[src/rtl/gomoku_game_ctrl_if.sv]
// gomoku_game_ctrl_if: button pulses in, board/cursor/timer/status out.
//   master: button driver side (drives btn_*, observes board and status)
//   slave : game controller side (samples btn_*, drives map/map_w/x_index/y_index/num/state/turn_w/busy)
interface gomoku_game_ctrl_if;
  logic btn_up, btn_down, btn_left, btn_right, btn_place, btn_start, btn_undo;
  logic [360:0] map, map_w;
  logic [4:0] x_index, y_index, num;
  logic [1:0] state;
  logic turn_w, busy;
  modport master (
    output btn_up, btn_down, btn_left, btn_right, btn_place, btn_start, btn_undo,
    input  map, map_w, x_index, y_index, num, state, turn_w, busy
  );
  modport slave (
    input  btn_up, btn_down, btn_left, btn_right, btn_place, btn_start, btn_undo,
    output map, map_w, x_index, y_index, num, state, turn_w, busy
  );
endinterface

[src/rtl/gomoku_game_ctrl.sv]
// gomoku_game_ctrl: 19x19 gomoku sequencer with cursor, turn timer and serial five-in-a-row check.
//   clk, rst_sys_n (async active-low); io (slave): btn_* pulses in; map/map_w (bit y*19+x),
//   x_index/y_index cursor, num seconds left, state 00 IDLE/01 PLAY/10 BLACK_WIN/11 WHITE_WIN,
//   turn_w, busy. Define GOMOKU_UNDO_EN for one-level undo of the last placed stone.
module gomoku_game_ctrl #(
  parameter int TICK_DIV = 50_000_000,
  parameter int TURN_SEC = 15
) (
  input  logic clk,
  input  logic rst_sys_n,
  gomoku_game_ctrl_if.slave io
);
  typedef enum logic [2:0] {IDLE, PLAY, CHECK, BWIN, WWIN} state_t;
  localparam int DW = $clog2(TICK_DIV + 1);
  localparam logic [DW-1:0] DIV_TOP = DW'(TICK_DIV - 1);
  localparam logic [4:0] RELOAD = 5'(TURN_SEC);
  state_t st, st_nx;
  logic [360:0] bmap, wmap;
  logic [4:0] x, y, num, px, py, wx, wy;
  logic [DW-1:0] div;
  logic [8:0] moves, cur_idx, walk_idx;
  logic [1:0] dir, run;
  logic [3:0] cnt, cnt_nx;
  logic neg, turn_w;
  logic signed [5:0] dx, dy, cx, cy;
  logic in_board, hit, walk_end, dir_end, five, occupied, place_ok, tick;
`ifdef GOMOKU_UNDO_EN
  logic [8:0] last_idx;
  logic last_w, can_undo, undo;
  assign undo = st == PLAY && io.btn_undo && can_undo && moves != 9'd0 && !place_ok;
`else
  logic unused_undo;
  assign unused_undo = io.btn_undo;
`endif
  // The walk head (wx,wy) is the last matching cell; each CHECK cycle probes one step further.
  // run counts matches on the current walk, so a hit with run==3 is the 4th and ends the walk.
  always_comb begin
    dx = (dir == 2'd1) ? 6'sd0 : 6'sd1;
    dy = (dir == 2'd0) ? 6'sd0 : (dir == 2'd3) ? -6'sd1 : 6'sd1;
    cx = $signed({1'b0, wx}) + (neg ? -dx : dx);
    cy = $signed({1'b0, wy}) + (neg ? -dy : dy);
    in_board = !cx[5] && !cy[5] && cx <= 6'sd18 && cy <= 6'sd18;
    walk_idx = 9'(cy[4:0]) * 9'd19 + 9'(cx[4:0]);
    hit = in_board && (turn_w ? wmap[walk_idx] : bmap[walk_idx]);
    walk_end = !hit || run == 2'd3;
    cnt_nx = cnt + {3'd0, hit};
    dir_end = st == CHECK && walk_end && neg;
    five = cnt_nx >= 4'd5;
    cur_idx = 9'(y) * 9'd19 + 9'(x);
    occupied = bmap[cur_idx] || wmap[cur_idx];
    place_ok = st == PLAY && io.btn_place && !occupied;
    tick = st == PLAY && div == DIV_TOP;
    st_nx = st;
    if (io.btn_start) st_nx = PLAY;
    else if (place_ok) st_nx = CHECK;
    else if (dir_end)
      st_nx = five ? (turn_w ? WWIN : BWIN) : (dir != 2'd3) ? CHECK : (moves == 9'd361) ? IDLE : PLAY;
  end
  always_ff @(posedge clk or negedge rst_sys_n)
    if (!rst_sys_n) st <= IDLE;
    else st <= st_nx;
  always_ff @(posedge clk or negedge rst_sys_n) begin
    if (!rst_sys_n) begin
      bmap <= '0;
      wmap <= '0;
      x <= 5'd9;
      y <= 5'd9;
      num <= RELOAD;
      turn_w <= 1'b0;
      moves <= '0;
      div <= '0;
      px <= '0;
      py <= '0;
      wx <= '0;
      wy <= '0;
      dir <= '0;
      neg <= 1'b0;
      run <= '0;
      cnt <= '0;
`ifdef GOMOKU_UNDO_EN
      last_idx <= '0;
      last_w <= 1'b0;
      can_undo <= 1'b0;
`endif
    end else if (io.btn_start) begin
      bmap <= '0;
      wmap <= '0;
      x <= 5'd9;
      y <= 5'd9;
      num <= RELOAD;
      turn_w <= 1'b0;
      moves <= '0;
      div <= '0;
`ifdef GOMOKU_UNDO_EN
      can_undo <= 1'b0;
`endif
    end else begin
      if (st == PLAY) begin
        if (io.btn_up != io.btn_down)
          y <= io.btn_up ? y - {4'd0, y != 5'd0} : y + {4'd0, y != 5'd18};
        if (io.btn_left != io.btn_right)
          x <= io.btn_left ? x - {4'd0, x != 5'd0} : x + {4'd0, x != 5'd18};
      end
      if (place_ok) begin
        if (turn_w) wmap[cur_idx] <= 1'b1;
        else bmap[cur_idx] <= 1'b1;
        moves <= moves + 9'd1;
        px <= x;
        py <= y;
        wx <= x;
        wy <= y;
        dir <= '0;
        neg <= 1'b0;
        run <= '0;
        cnt <= 4'd1;
        div <= '0;
`ifdef GOMOKU_UNDO_EN
        last_idx <= cur_idx;
        last_w <= turn_w;
        can_undo <= 1'b1;
      end else if (undo) begin
        if (last_w) wmap[last_idx] <= 1'b0;
        else bmap[last_idx] <= 1'b0;
        moves <= moves - 9'd1;
        turn_w <= last_w;
        num <= RELOAD;
        div <= '0;
        can_undo <= 1'b0;
`endif
      end else if (st == PLAY) begin
        div <= tick ? '0 : div + DW'(1);
        if (tick) begin
          num <= (num == 5'd0) ? RELOAD : num - 5'd1;
          if (num == 5'd0) turn_w <= ~turn_w;
        end
      end
      if (st == CHECK) begin
        if (!walk_end) begin
          wx <= cx[4:0];
          wy <= cy[4:0];
          run <= run + 2'd1;
          cnt <= cnt_nx;
        end else begin
          wx <= px;
          wy <= py;
          run <= '0;
          neg <= ~neg;
          dir <= dir + {1'b0, neg};
          cnt <= neg ? 4'd1 : cnt_nx;
        end
        if (dir_end && !five && dir == 2'd3) begin
          turn_w <= ~turn_w;
          num <= RELOAD;
          div <= '0;
        end
      end
    end
  end
  assign io.map = bmap;
  assign io.map_w = wmap;
  assign io.x_index = x;
  assign io.y_index = y;
  assign io.num = num;
  assign io.turn_w = turn_w;
  assign io.busy = st == CHECK;
  assign io.state = (st == IDLE) ? 2'b00 : (st == BWIN) ? 2'b10 : (st == WWIN) ? 2'b11 : 2'b01;
endmodule

[src/flat_wrapper.sv]
// flat-port wrapper written by rule: the top's interface ports become plain ports
module gomoku_game_ctrl_flat 
#(
  parameter int TICK_DIV = 50_000_000,
  parameter int TURN_SEC = 15
)
  (clk, rst_sys_n, io_btn_up, io_btn_down, io_btn_left, io_btn_right, io_btn_place, io_btn_start, io_btn_undo, io_map, io_map_w, io_x_index, io_y_index, io_num, io_state, io_turn_w, io_busy);
  gomoku_game_ctrl_if io_i ();
  input  logic clk;
  input  logic rst_sys_n;
  input wire logic [$bits(io_i.btn_up)-1:0] io_btn_up;
  input wire logic [$bits(io_i.btn_down)-1:0] io_btn_down;
  input wire logic [$bits(io_i.btn_left)-1:0] io_btn_left;
  input wire logic [$bits(io_i.btn_right)-1:0] io_btn_right;
  input wire logic [$bits(io_i.btn_place)-1:0] io_btn_place;
  input wire logic [$bits(io_i.btn_start)-1:0] io_btn_start;
  input wire logic [$bits(io_i.btn_undo)-1:0] io_btn_undo;
  output wire logic [$bits(io_i.map)-1:0] io_map;
  output wire logic [$bits(io_i.map_w)-1:0] io_map_w;
  output wire logic [$bits(io_i.x_index)-1:0] io_x_index;
  output wire logic [$bits(io_i.y_index)-1:0] io_y_index;
  output wire logic [$bits(io_i.num)-1:0] io_num;
  output wire logic [$bits(io_i.state)-1:0] io_state;
  output wire logic [$bits(io_i.turn_w)-1:0] io_turn_w;
  output wire logic [$bits(io_i.busy)-1:0] io_busy;
  assign io_i.btn_up = io_btn_up;
  assign io_i.btn_down = io_btn_down;
  assign io_i.btn_left = io_btn_left;
  assign io_i.btn_right = io_btn_right;
  assign io_i.btn_place = io_btn_place;
  assign io_i.btn_start = io_btn_start;
  assign io_i.btn_undo = io_btn_undo;
  assign io_map = io_i.map;
  assign io_map_w = io_i.map_w;
  assign io_x_index = io_i.x_index;
  assign io_y_index = io_i.y_index;
  assign io_num = io_i.num;
  assign io_state = io_i.state;
  assign io_turn_w = io_i.turn_w;
  assign io_busy = io_i.busy;
  gomoku_game_ctrl #(.TICK_DIV(TICK_DIV), .TURN_SEC(TURN_SEC)) u_core (.clk(clk), .rst_sys_n(rst_sys_n), .io(io_i));
endmodule
[config.mk]
export PLATFORM = sky130hd
export DESIGN_NAME = gomoku_game_ctrl_flat
export DESIGN_NICKNAME = d
export VERILOG_FILES = /design/src/rtl/gomoku_game_ctrl_if.sv /design/src/rtl/gomoku_game_ctrl.sv /design/src/flat_wrapper.sv
export SDC_FILE = /design/constraint.sdc
export NUM_CORES = 2
export LEC_CHECK = 0
export ABC_AREA = 1
export BUFFER_PORTS_ARGS = -buffer_cell sky130_fd_sc_hd__buf_2
export CORE_MARGIN = 3
export CORE_UTILIZATION = 45
export CTS_CLUSTER_SIZE = 16
export DETAILED_ROUTE_END_ITERATION = 10
export GPL_ROUTABILITY_DRIVEN = 0
export PLACE_DENSITY = 0.67
export SLEW_MARGIN = 10
export SYNTH_ARGS = -nofsm -noshare
export SYNTH_HDL_FRONTEND = slang
export SYNTH_SLANG_ARGS = --single-unit
[constraint.sdc]
create_clock -name clk -period 10.2 [get_ports clk]
set_clock_uncertainty 0.15 [all_clocks]
set_input_delay 1.53 -clock clk [delete_from_list [all_inputs] [get_ports clk]]
set_output_delay 1.53 -clock clk [all_outputs]
set_load 0.005 [all_outputs]
==> results.md <==
- Warnings from Yosys: 0
- Gate Count Post-Synth: around 6.7k
- Initial core utilization: 0.454
- RSZ-0062 raised after global routing: false
- Tmin final: 9.15 ns
- Crit path max fanout: 35
- Period utilization: 0.897
- Share of cells above drive strength 1: 0.149
- Fin cells: about 8.6k
- Vias in the first global route: 47.8k
- Final Hold Viols: 0
- Hold Buf Count CTS: 0
- FF-to-FF path depth: 38
- Die area: 109000 sq um
- EDFF count, synth: 0
- Sequential fraction of the synthesis area: 0.428
- Commonest non-fill, non-tap cell in the layout: nand2_1
- First DRT Iteration DRCs: between 7k and 8k
- Port bufs: roughly 750
- Max-Slew Margin vs Limit: 0.175
- Post-Syn Area: 47100 sq um
- First-pass GRT wire length: 319000 um
- Synth-to-Final Area Change: 16.3%
- DIE HEIGHT: 330 um
- Setup bufs post-CTS: 0
- Hold Path Stages: 2
- Total gr overflow: 0
- Worst Hold End: u_core.moves[8]$_DFFE_PN0P_
- Reg-to-reg endpoint: u_core.div[21]$_DFF_PN0_
- WP data required: 10.62 ns
- Syn avg cell area: 7.07 sq um
- Final HPWL DP: about 140000 um
- Max cap viols: 0
- Drt total wl: 219000 um
- Root buf cell: clkbuf_16
- Critical Path End Type: flop
- Clk sinks: 805
- CTS tree: done
- IO Pins: 750
- Placed Cells: 8410
- Syn_nets: 6751
- CP Data Arrival Time: 9.56 ns
- Slew at the pin closest to its max-slew limit: roughly 1.2 ns
- Max-slew violation count: 0
- Most frequent cells in the layout: nand2_1 (1462), a21oi_1 (953), inv_1 (883)
- Status: complete, no violations
- Nets: 7215
- Endpoints failing setup: 0
- Hold path start: u_core.moves[8]$_DFFE_PN0P_
- Worst r2r src: u_core.dir[1]$_DFFE_PN0N_
- ANT nets after route: 0
- Clock Tree Buf Depth: 3
- Placement row count: 118
- Tot GR Track Use: 0.392
- Initial antenna violation count: 7
- Critical path type: reg -> reg
- Die Wd: 330 um
- Largest net degree at the start of global routing: between 150 and 200
- Post-CTS resize count: 0
- Pre-Repair DR Iteration Count: 7
- CP max stage cell: buf_4
- TritonCTS buffer count: 95
- Post-synthesis sequential element count: 805
- Synth cell types: 53
- Flop-to-flop setup slack: 1.05 ns
- Reg clk slew, reported paths: 0.06 ns
- Fmax: 109 MHz
- CP max stage delay: 0.71 ns
- Later-pin clock latency in the skew report: 0.69 ns
- Main flop type after synthesis: dfrtp_1
- Critical Path Start Type: flop
- Setup TNS: 0 ns
- Vias/cell: roughly 6.0
- Via count: between 50k and 60k
- Core ar.: 104000 sq um
- Cell repeated most along the worst path: nand2_1
- Worst min path class: reg -> reg
- DRC viols: 0
- Max H-tree Level: 3
- FFs w/ async S/R, synth: 1.00
- WL per Instance: 25.5 um
[cell type report]
type	count	area, sq um
clock inverter	33	488
sequential	805	20200
tap	1380	1730
timing repair buffer	837	4560
antenna	3	7.51
fill	10200	49000
inverter	909	3430
multi-input combinational	4479	21600
clock buffer	145	2840
[how the worst max path moves through the flow]
stage / startpoint / endpoint / cells past startpoint
2_1_floorplan: u_core.dir[1]$_DFFE_PN0N_ / u_core.div[13]$_DFF_PN0_ / 35
3_3_place_gp: u_core.dir[0]$_DFFE_PN0N_ / u_core.div[14]$_DFF_PN0_ / 40
3_5_place_dp: u_core.dir[0]$_DFFE_PN0N_ / u_core.div[15]$_DFF_PN0_ / 40
4_1_cts: u_core.dir[0]$_DFFE_PN0N_ / u_core.div[14]$_DFF_PN0_ / 40
5_1_grt: u_core.dir[0]$_DFFE_PN0N_ / u_core.div[14]$_DFF_PN0_ / 39
6_report: u_core.dir[1]$_DFFE_PN0N_ / u_core.div[21]$_DFF_PN0_ / 38
[state kept, by name, indices dropped and copies added (netlist names)]
register and count:
u_core.io.map 361, u_core.io.map_w 361, u_core.div 26, u_core.moves 9, u_core.io.num 5, u_core.io.x_index 5, u_core.io.y_index 5, u_core.px 5
u_core.py 5, u_core.wx 5, u_core.wy 5, u_core.cnt 4, u_core.st 3, u_core.dir 2, u_core.run 2, u_core.io.turn_w 1
u_core.neg 1
[routing by layer]
metal	vias to the layer above	wire length, um	track usage
li1	22700	-	-
met1	24400	79700	0.501
met2	3674	94400	0.582
met3	826	27800	0.106
met4	2	17500	0.261
met5	-	7	0
[kinds of logic (layout without fill, tap and decap cells)]
| kind of cell | after synthesis | count (layout) | synth area share |
|---|---|---|---|
| AO/OA/AOI/OAI | 1730 | 1730 | 0.195 |
| XOR/XNOR | 40 | 40 | 0.00759 |
| adder cells (fa/ha/maj) | 79 | 79 | 0.0235 |
| buffers and inverters | 1379 | 1924 | 0.118 |
| flip-flops | 805 | 805 | 0.428 |
| multiplexers | 1 | 1 | 0.000239 |
| other | 0 | 3 | 0 |
| AND/OR/NAND/NOR | 2629 | 2629 | 0.227 |
[through the flow]
step | cell area, sq um | setup slack (ns) | util | hold slack, ns
3_3_place_gp | 51500 | 1.35 | 0.496 | 0.315
2_1_floorplan | 47100 | 3.08 | - | 0.302
6_report | 54800 | 1.05 | 0.528 | 0.333
3_5_place_dp | 51500 | 1.23 | 0.496 | 0.320
5_1_grt | 54800 | 0.485 | 0.528 | 0.363
4_1_cts | 54800 | 1.19 | 0.528 | 0.334
[cells in the mapped netlist (all sizes together), types with 2 or more instances]
library cell / count / area [sq um]
a211oi: 2 / 15.0
a21o: 2 / 15.0
a21oi: 953 / 4770
a221oi: 2 / 17.5
a22oi: 10 / 75.1
buf: 255 / 1360
clkbuf: 215 / 807
clkinv: 2 / 7.51
dfrtp: 797 / 19900
dfstp: 8 / 210
fa: 16 / 320
ha: 63 / 788
inv: 907 / 3400
nand2: 1485 / 5600
nand3: 440 / 2210
nand3b: 4 / 30.0
nand4: 50 / 319
nor2: 593 / 2240
nor3: 39 / 195
nor3b: 2 / 15.0
nor4: 8 / 50.1
o211ai: 11 / 82.6
o21a: 3 / 22.5
o21ai: 391 / 1960
o221ai: 2 / 17.5
o22ai: 345 / 2160
o31ai: 3 / 22.5
o41ai: 2 / 17.5
or2: 4 / 25.0
xnor2: 11 / 104
xor2: 29 / 254
[worst max-delay path: cells and delay by family, from the launching register on]
kind / cells / cell delay (ns)
AND/OR/NAND/NOR: 16 / 2.68
buffers and inverters: 10 / 1.86
flip-flops: 1 / 0.43
AO/OA/AOI/OAI: 4 / 1.12
adder cells (fa/ha/maj): 7 / 2.55
XOR/XNOR: 1 / 0.20
Power is not shown: default switching activity piles up to over one toggle a cycle in this logic, so the estimate is an artifact.
